--- src/rtl/fetch_stage_if.sv ---
// Fetch-stage bus: pipeline control, inst_rom side and IF/ID outputs.
// Optional feature macro: FETCH_PERF_EN adds fetch_count_out / bubble_count_out.
//   slave  : the fetch stage (drives rom_addr_out and IF/ID fields)
//   master : the surrounding pipeline / ROM (drives control and rom_data_in)
interface fetch_stage_if #(
  parameter int unsigned ADDR_W = 32,
  parameter int unsigned INST_W = 32
);
  logic              stall_in;
  logic              redirect_in;
  logic [ADDR_W-1:0] redirect_pc_in;
  logic [ADDR_W-1:0] rom_addr_out;
  logic [INST_W-1:0] rom_data_in;
  logic [ADDR_W-1:0] if_pc_out;
  logic [ADDR_W-1:0] if_pc_next_out;
  logic [INST_W-1:0] if_inst_out;
  logic              if_valid_out;
`ifdef FETCH_PERF_EN
  logic [31:0]       fetch_count_out;
  logic [31:0]       bubble_count_out;

  modport slave (
    input  stall_in, redirect_in, redirect_pc_in, rom_data_in,
    output rom_addr_out, if_pc_out, if_pc_next_out, if_inst_out, if_valid_out,
    output fetch_count_out, bubble_count_out
  );
  modport master (
    output stall_in, redirect_in, redirect_pc_in, rom_data_in,
    input  rom_addr_out, if_pc_out, if_pc_next_out, if_inst_out, if_valid_out,
    input  fetch_count_out, bubble_count_out
  );
`else
  modport slave (
    input  stall_in, redirect_in, redirect_pc_in, rom_data_in,
    output rom_addr_out, if_pc_out, if_pc_next_out, if_inst_out, if_valid_out
  );
  modport master (
    output stall_in, redirect_in, redirect_pc_in, rom_data_in,
    input  rom_addr_out, if_pc_out, if_pc_next_out, if_inst_out, if_valid_out
  );
`endif
endinterface

--- src/rtl/fetch_stage.sv ---
// Instruction-fetch stage: PC register, next-PC select (reset > redirect > stall > +PC_INC)
// and IF/ID pipeline register. rom_addr_out carries next_pc so that the synchronous
// inst_rom returns the instruction at the current PC one edge later.
// Optional feature macro: FETCH_PERF_EN (fetch / bubble saturating counters).
// Ports:
//   clock  rising-edge clock
//   reset  synchronous, active-high reset
//   bus    fetch_stage_if.slave: stall/redirect control, ROM address/data, IF/ID outputs
module fetch_stage #(
  parameter int unsigned       ADDR_W   = 32,
  parameter int unsigned       INST_W   = 32,
  parameter logic [ADDR_W-1:0] PC_RESET = ADDR_W'(32'h0040_0000),
  parameter int unsigned       PC_INC   = 4,
  parameter logic [INST_W-1:0] NOP_INST = INST_W'(32'h0000_0000)
) (
  input  logic         clock,
  input  logic         reset,
  fetch_stage_if.slave bus
);
  localparam logic [ADDR_W-1:0] INC      = ADDR_W'(PC_INC);
  localparam logic [ADDR_W-1:0] ALIGN_MK = ~ADDR_W'(3);

  logic [ADDR_W-1:0] pc;
  logic [ADDR_W-1:0] next_pc;
  logic [ADDR_W-1:0] if_pc;
  logic [ADDR_W-1:0] if_pc_next;
  logic [INST_W-1:0] if_inst;
  logic              if_valid;

  // Next-PC select; redirect target is word-aligned.
  always_comb begin
    next_pc = pc + INC;
    if (reset) begin
      next_pc = PC_RESET;
    end else if (bus.redirect_in) begin
      next_pc = bus.redirect_pc_in & ALIGN_MK;
    end else if (bus.stall_in) begin
      next_pc = pc;
    end
  end

  assign bus.rom_addr_out = next_pc;

  // PC follows next_pc every edge; reset is already folded into next_pc.
  always_ff @(posedge clock) begin
    pc <= next_pc;
  end

  // IF/ID register: flush on redirect, hold on stall, capture ROM data otherwise.
  always_ff @(posedge clock) begin
    if (reset) begin
      if_pc      <= PC_RESET;
      if_pc_next <= PC_RESET + INC;
      if_inst    <= NOP_INST;
      if_valid   <= 1'b0;
    end else if (bus.redirect_in) begin
      if_inst    <= NOP_INST;
      if_valid   <= 1'b0;
    end else if (!bus.stall_in) begin
      if_pc      <= pc;
      if_pc_next <= pc + INC;
      if_inst    <= bus.rom_data_in;
      if_valid   <= 1'b1;
    end
  end

  assign bus.if_pc_out      = if_pc;
  assign bus.if_pc_next_out = if_pc_next;
  assign bus.if_inst_out    = if_inst;
  assign bus.if_valid_out   = if_valid;

`ifdef FETCH_PERF_EN
  localparam logic [31:0] CNT_MAX = 32'hFFFF_FFFF;

  logic [31:0] fetch_cnt;
  logic [31:0] bubble_cnt;

  // Saturating performance counters.
  always_ff @(posedge clock) begin
    if (reset) begin
      fetch_cnt  <= 32'd0;
      bubble_cnt <= 32'd0;
    end else begin
      if (!bus.redirect_in && !bus.stall_in && fetch_cnt != CNT_MAX) begin
        fetch_cnt <= fetch_cnt + 32'd1;
      end
      if ((bus.redirect_in || bus.stall_in) && bubble_cnt != CNT_MAX) begin
        bubble_cnt <= bubble_cnt + 32'd1;
      end
    end
  end

  assign bus.fetch_count_out  = fetch_cnt;
  assign bus.bubble_count_out = bubble_cnt;
`endif
endmodule

--- src/flat_wrapper.sv ---
// flat-port wrapper written by rule: the top's interface ports become plain ports
module fetch_stage_flat 
#(
  parameter int unsigned       ADDR_W   = 32,
  parameter int unsigned       INST_W   = 32,
  parameter logic [ADDR_W-1:0] PC_RESET = ADDR_W'(32'h0040_0000),
  parameter int unsigned       PC_INC   = 4,
  parameter logic [INST_W-1:0] NOP_INST = INST_W'(32'h0000_0000)
)
  (clock, reset, bus_stall_in, bus_redirect_in, bus_redirect_pc_in, bus_rom_data_in, bus_rom_addr_out, bus_if_pc_out, bus_if_pc_next_out, bus_if_inst_out, bus_if_valid_out);
  fetch_stage_if #(.ADDR_W(ADDR_W), .INST_W(INST_W)) bus_i ();
  input  logic clock;
  input  logic reset;
  input wire logic [$bits(bus_i.stall_in)-1:0] bus_stall_in;
  input wire logic [$bits(bus_i.redirect_in)-1:0] bus_redirect_in;
  input wire logic [$bits(bus_i.redirect_pc_in)-1:0] bus_redirect_pc_in;
  input wire logic [$bits(bus_i.rom_data_in)-1:0] bus_rom_data_in;
  output wire logic [$bits(bus_i.rom_addr_out)-1:0] bus_rom_addr_out;
  output wire logic [$bits(bus_i.if_pc_out)-1:0] bus_if_pc_out;
  output wire logic [$bits(bus_i.if_pc_next_out)-1:0] bus_if_pc_next_out;
  output wire logic [$bits(bus_i.if_inst_out)-1:0] bus_if_inst_out;
  output wire logic [$bits(bus_i.if_valid_out)-1:0] bus_if_valid_out;
  assign bus_i.stall_in = bus_stall_in;
  assign bus_i.redirect_in = bus_redirect_in;
  assign bus_i.redirect_pc_in = bus_redirect_pc_in;
  assign bus_i.rom_data_in = bus_rom_data_in;
  assign bus_rom_addr_out = bus_i.rom_addr_out;
  assign bus_if_pc_out = bus_i.if_pc_out;
  assign bus_if_pc_next_out = bus_i.if_pc_next_out;
  assign bus_if_inst_out = bus_i.if_inst_out;
  assign bus_if_valid_out = bus_i.if_valid_out;
  fetch_stage #(.ADDR_W(ADDR_W), .INST_W(INST_W), .PC_RESET(PC_RESET), .PC_INC(PC_INC), .NOP_INST(NOP_INST)) u_core (.clock(clock), .reset(reset), .bus(bus_i));
endmodule
--- config.mk ---
export PLATFORM = sky130hd
export DESIGN_NAME = fetch_stage_flat
export DESIGN_NICKNAME = d
export VERILOG_FILES = /design/src/rtl/fetch_stage_if.sv /design/src/rtl/fetch_stage.sv /design/src/flat_wrapper.sv
export SDC_FILE = /design/constraint.sdc
export NUM_CORES = 1
export LEC_CHECK = 0
export ABC_CLOCK_PERIOD_IN_PS = 2100
export BUFFER_PORTS_ARGS = -buffer_cell sky130_fd_sc_hd__clkbuf_2
export CORE_UTILIZATION = 40
export CTS_CLUSTER_DIAMETER = 80
export DETAILED_ROUTE_END_ITERATION = 8
export PLACE_DENSITY_LB_ADDON = 0.08
export SLEW_MARGIN = 20
export SYNTH_ARGS = -nofsm -noshare
export SYNTH_HDL_FRONTEND = slang
export SYNTH_SLANG_ARGS = --single-unit
--- constraint.sdc ---
create_clock -name clock -period 2.1 [get_ports clock]
set_clock_uncertainty 0.15 [all_clocks]
set_input_delay 0.105 -clock clock [delete_from_list [all_inputs] [get_ports clock]]
set_output_delay 0.105 -clock clock [all_outputs]
set_load 0.01 [all_outputs]
==> metrics.md <==
| Metric | Value |
|---|---|
| Critical Path RT | 1.85 ns |
| Slew Limit Fails | 0 |
| Die Y | 122 um |
| Async SR Flop Fraction | 0 |
| Worst hold path startpoint | reset |
| Max_slew headroom | 0.605 |
| WL met1 | 8530 um |
| CP Cell Sequence | nand4_4 > or4_4 > buf_12 > or3_4 > a311oi_2 > buf_2 |
| Syn_nets | 750 |
| Most common flop cell mapped by yosys | dfxtp_1 |
| Sequential fraction of the synthesis area | 0.443 |
| Reg-to-Reg Start | u_core.pc[9] |
| Startpoint Class | register |
| Reg2Reg Depth | 6 |
| Drt wl/cell | 16.6 um |
| Area growth from synthesis to layout | 65.5% |
| Setup TNS Final | -9.94 ns |
| CP Capture Type | output pin |
| Initial Util | 0.412 |
| IO Port Bufs | 194 |
| Adder-cell share of the synthesized area | 0.00218 |
| DR vias/cell | 5.32 |
| Type of the worst min-delay path | in -> reg |
| Mean Syn Cell Area | 8.42 um^2 |
| Largest net degree at the start of global routing | 44 |
| Hold path depth | 3 |
| Maximum vdd drop | 0.650 mV |
| Main combinational cell family by area after synthesis | simple AND/OR/NAND/NOR gates |
| Core Rows | 43 |
| CP Max Fanout | 7 |
| Post-layout min period | 2.67 ns |
| DR pass1 iterations | 4 |
| Worst setup margin | -0.566 ns |
| Bufs on Longest Clock Path | 2 |
| Routed wl met2 | 10,000 um |
| CTS root buffer | clkbuf_16 |
| Net count, final | 1,085 |
| Num CTS Buffers | 17 |
| Reg2reg setup slack | -0.08 ns |
| Failing checks | negative setup slack |
| Vias in the first global route | 6,145 |
| Yosys warns | 0 |
| Die width | 122 um |
| CP max stage delay | 0.60 ns |
| Final hold violation count | 0 |
| Cell variety after synth | 52 |
| # diodes | 0 |
| Hold WS | 0.0554 ns |
| Synth Area in XOR/XNOR | 0.0305 |
| Reg-to-Reg End | u_core.pc[14] |
| Total track usage | 0.272 |
| Total gr overflow | 0 |
| RSZ-0062 raised after global routing | true |
| Post-synthesis simple-gate area fraction | 0.247 |
| Core Box Area | 13,900 um^2 |
| Post-synthesis mux area share | 0.0576 |
| Outcome | finished, violations left |
| Gpl congestion | 0.831 |
| Number of synthesized flops with an enable pin | 0 |
| Pleak | 4.03 nW |
| DRC | 0 |
| First-pass GRT wire length | 31,200 um |
| DRT iter0 DRCs | 349 |
| Layout cell share with drive strength beyond 1 | 0.429 |
| Highest routed layer | met4 |
| Setup violators final | 34 |
| Clk slew on worst S/H paths | 0.06 ns |
| Clk_lat worst skew | 0.42 ns |
| I/O pin total | 197 |
| Post-DP HPWL | 13,300 um |
| ANT nets after route | 0 |
| Wire length on met3 | 1210 um |
| Crit-path slowest cell | or4_4 |
| Synth Area in Compound Gates | 0.158 |
| Slew at the pin closest to its max-slew limit | 0.593 ns |
| Clock sinks | 127 |
| CTS tree | done |
| Pwr/cell area | 692 nW/um^2 |
| WHS Endpoint | u_core.bus.if_pc_next_out[29] |
| DR vias | 6,425 |
| Mapped cell area | 5730 um^2 |
| H-Tree Depth | 4 |
| Initial antenna violation count | 0 |
| Period utilization | 1.27 |
| Arrival time at the worst endpoint | 2.41 ns |
| WS Path Type | reg -> out |
| Fmax | 375 MHz |
| Post-Syn Instances | 681 |
| FF+latch count, synth | 127 |
| Finished Core Util | 0.681 |
| Maxcap violations | 0 |
| Drt total wl | 20,100 um |
| Die ar. | 14,800 um^2 |
synth_stat cells, types with 2 or more instances:
cell type	instances	share of area
nand3_1	15	0.013
buf_4	6	0.0079
clkbuf_1	47	0.031
xnor2_1	13	0.020
nor3_1	17	0.015
nor3b_1	5	0.0065
or4_1	12	0.016
a21oi_1	41	0.036
a211oi_1	25	0.033
nor2_1	90	0.059
nor4_1	16	0.017
o21ai_0	13	0.011
or2_2	2	0.0022
or3_2	2	0.0026
xor2_1	7	0.011
a311oi_1	25	0.038
buf_1	5	0.0033
or3_1	13	0.014
nand4_1	13	0.014
dfxtp_1	127	0.44
o31ai_1	13	0.017
nand3b_1	2	0.0026
inv_1	9	0.0059
and4_1	7	0.011
o21bai_1	2	0.0026
nand2_1	81	0.053
and2_1	6	0.0065
buf_2	7	0.0061
mux2i_1	33	0.058
o31a_1	3	0.0046
and3_1	3	0.0033
cell families (layout without fill, tap and decap cells):
group,Yosys count,count (layout)
mux,33,33
flops,127,127
fa+ha+maj,1,1
buf+inv,78,425
simple gates,290,290
xor+xnor,20,20
compound gates,132,132
per-layer routing:
layer	global-route usage	vias to the layer above
met1	0.334	3057
met4	0.110	0
met3	0.0613	22
li1	-	3126
met5	0	-
met2	0.460	220
worst max-delay path: cells and delay by family (launching register included):
| kind | cells | cell delay (ns) |
|---|---|---|
| buffers and inverters | 2 | 0.34 |
| AND/OR/NAND/NOR | 3 | 1.02 |
| AO/OA/AOI/OAI | 1 | 0.26 |
| flip-flops | 1 | 0.37 |
worst max-delay path by stage:
stage	startpoint	to	slack [ns]	depth (start not counted)
after floorplan	u_core.pc[8]	u_core.pc[28]	-0.1	6
after global placement	u_core.pc[2]	bus_rom_addr_out[24]	-0.17	6
after detailed placement	u_core.pc[2]	u_core.bus.if_pc_next_out[28]	-0.22	6
after CTS	u_core.pc[11]	bus_rom_addr_out[28]	-0.56	5
after global routing	u_core.pc[9]	bus_rom_addr_out[14]	-0.61	6
final	u_core.pc[9]	bus_rom_addr_out[14]	-0.57	6
layout make-up:
class	count	area, um^2
Clock buffer	19	453
Clock inverter	12	134
Fill cell	1124	4440
Inverter	9	33.8
Multi-Input combinational cell	476	3350
Sequential cell	127	2580
Tap cell	180	225
Timing Repair Buffer	385	2720
timing repair:
item,in CTS,in global routing
buffers inserted,13,23
gates resized for setup,53,77
hold endpoints to repair,63,0
hold buffers,66,0
pin swaps,23,31
setup endpoints to repair,40,45
cloned,1,0
flip-flops by register name (all words and copies together) (netlist names):
register	count
u_core.bus.if_pc_out	32
u_core.bus.if_pc_next_out	30
u_core.bus.if_valid_out	1
u_core.bus.if_inst_out	32
u_core.pc	32
report_power, final:
part	total [mW]	internal, mW	switching (mW)	leakage (nW)
combinational	0.992	0.488	0.504	2.70
clock	2.95	1.81	1.14	0.283
sequential	2.62	2.53	0.0964	1.05
total	6.57	4.83	1.74	4.03
stage by stage:
stage	instance area (um^2)	instances	setup slack, ns	power, mW
detailed placement	7490	1077	-0.218	3.46
global placement	7490	1077	-0.174	3.45
CTS	9080	1187	-0.562	6.54
global route	9490	1208	-0.613	6.82
floorplan	5880	681	-0.0995	3.10
finish	9490	1208	-0.566	6.57
cells in the final DEF, fill, tap and decap left out, types with 7 or more instances in the layout:
| cell type | instances |
|---|---|
| a211oi_2 | 10 |
| xnor2_1 | 13 |
| nor3_1 | 11 |
| buf_4 | 98 |
| o31ai_1 | 10 |
| nor4_1 | 7 |
| inv_1 | 8 |
| clkbuf_2 | 168 |
| mux2i_1 | 33 |
| clkbuf_16 | 17 |
| a21oi_1 | 40 |
| nand2_1 | 81 |
| dlygate4sd3_1 | 66 |
| o21ai_0 | 13 |
| buf_2 | 26 |
| a311oi_1 | 10 |
| a311oi_2 | 11 |
| or3_1 | 11 |
| nor2_1 | 89 |
| nand3_1 | 12 |
| nand4_1 | 13 |
| dfxtp_1 | 108 |
| buf_6 | 22 |
| dfxtp_2 | 13 |
| a211oi_1 | 14 |
| or4_1 | 8 |
Power figures use the tool's default switching activity.
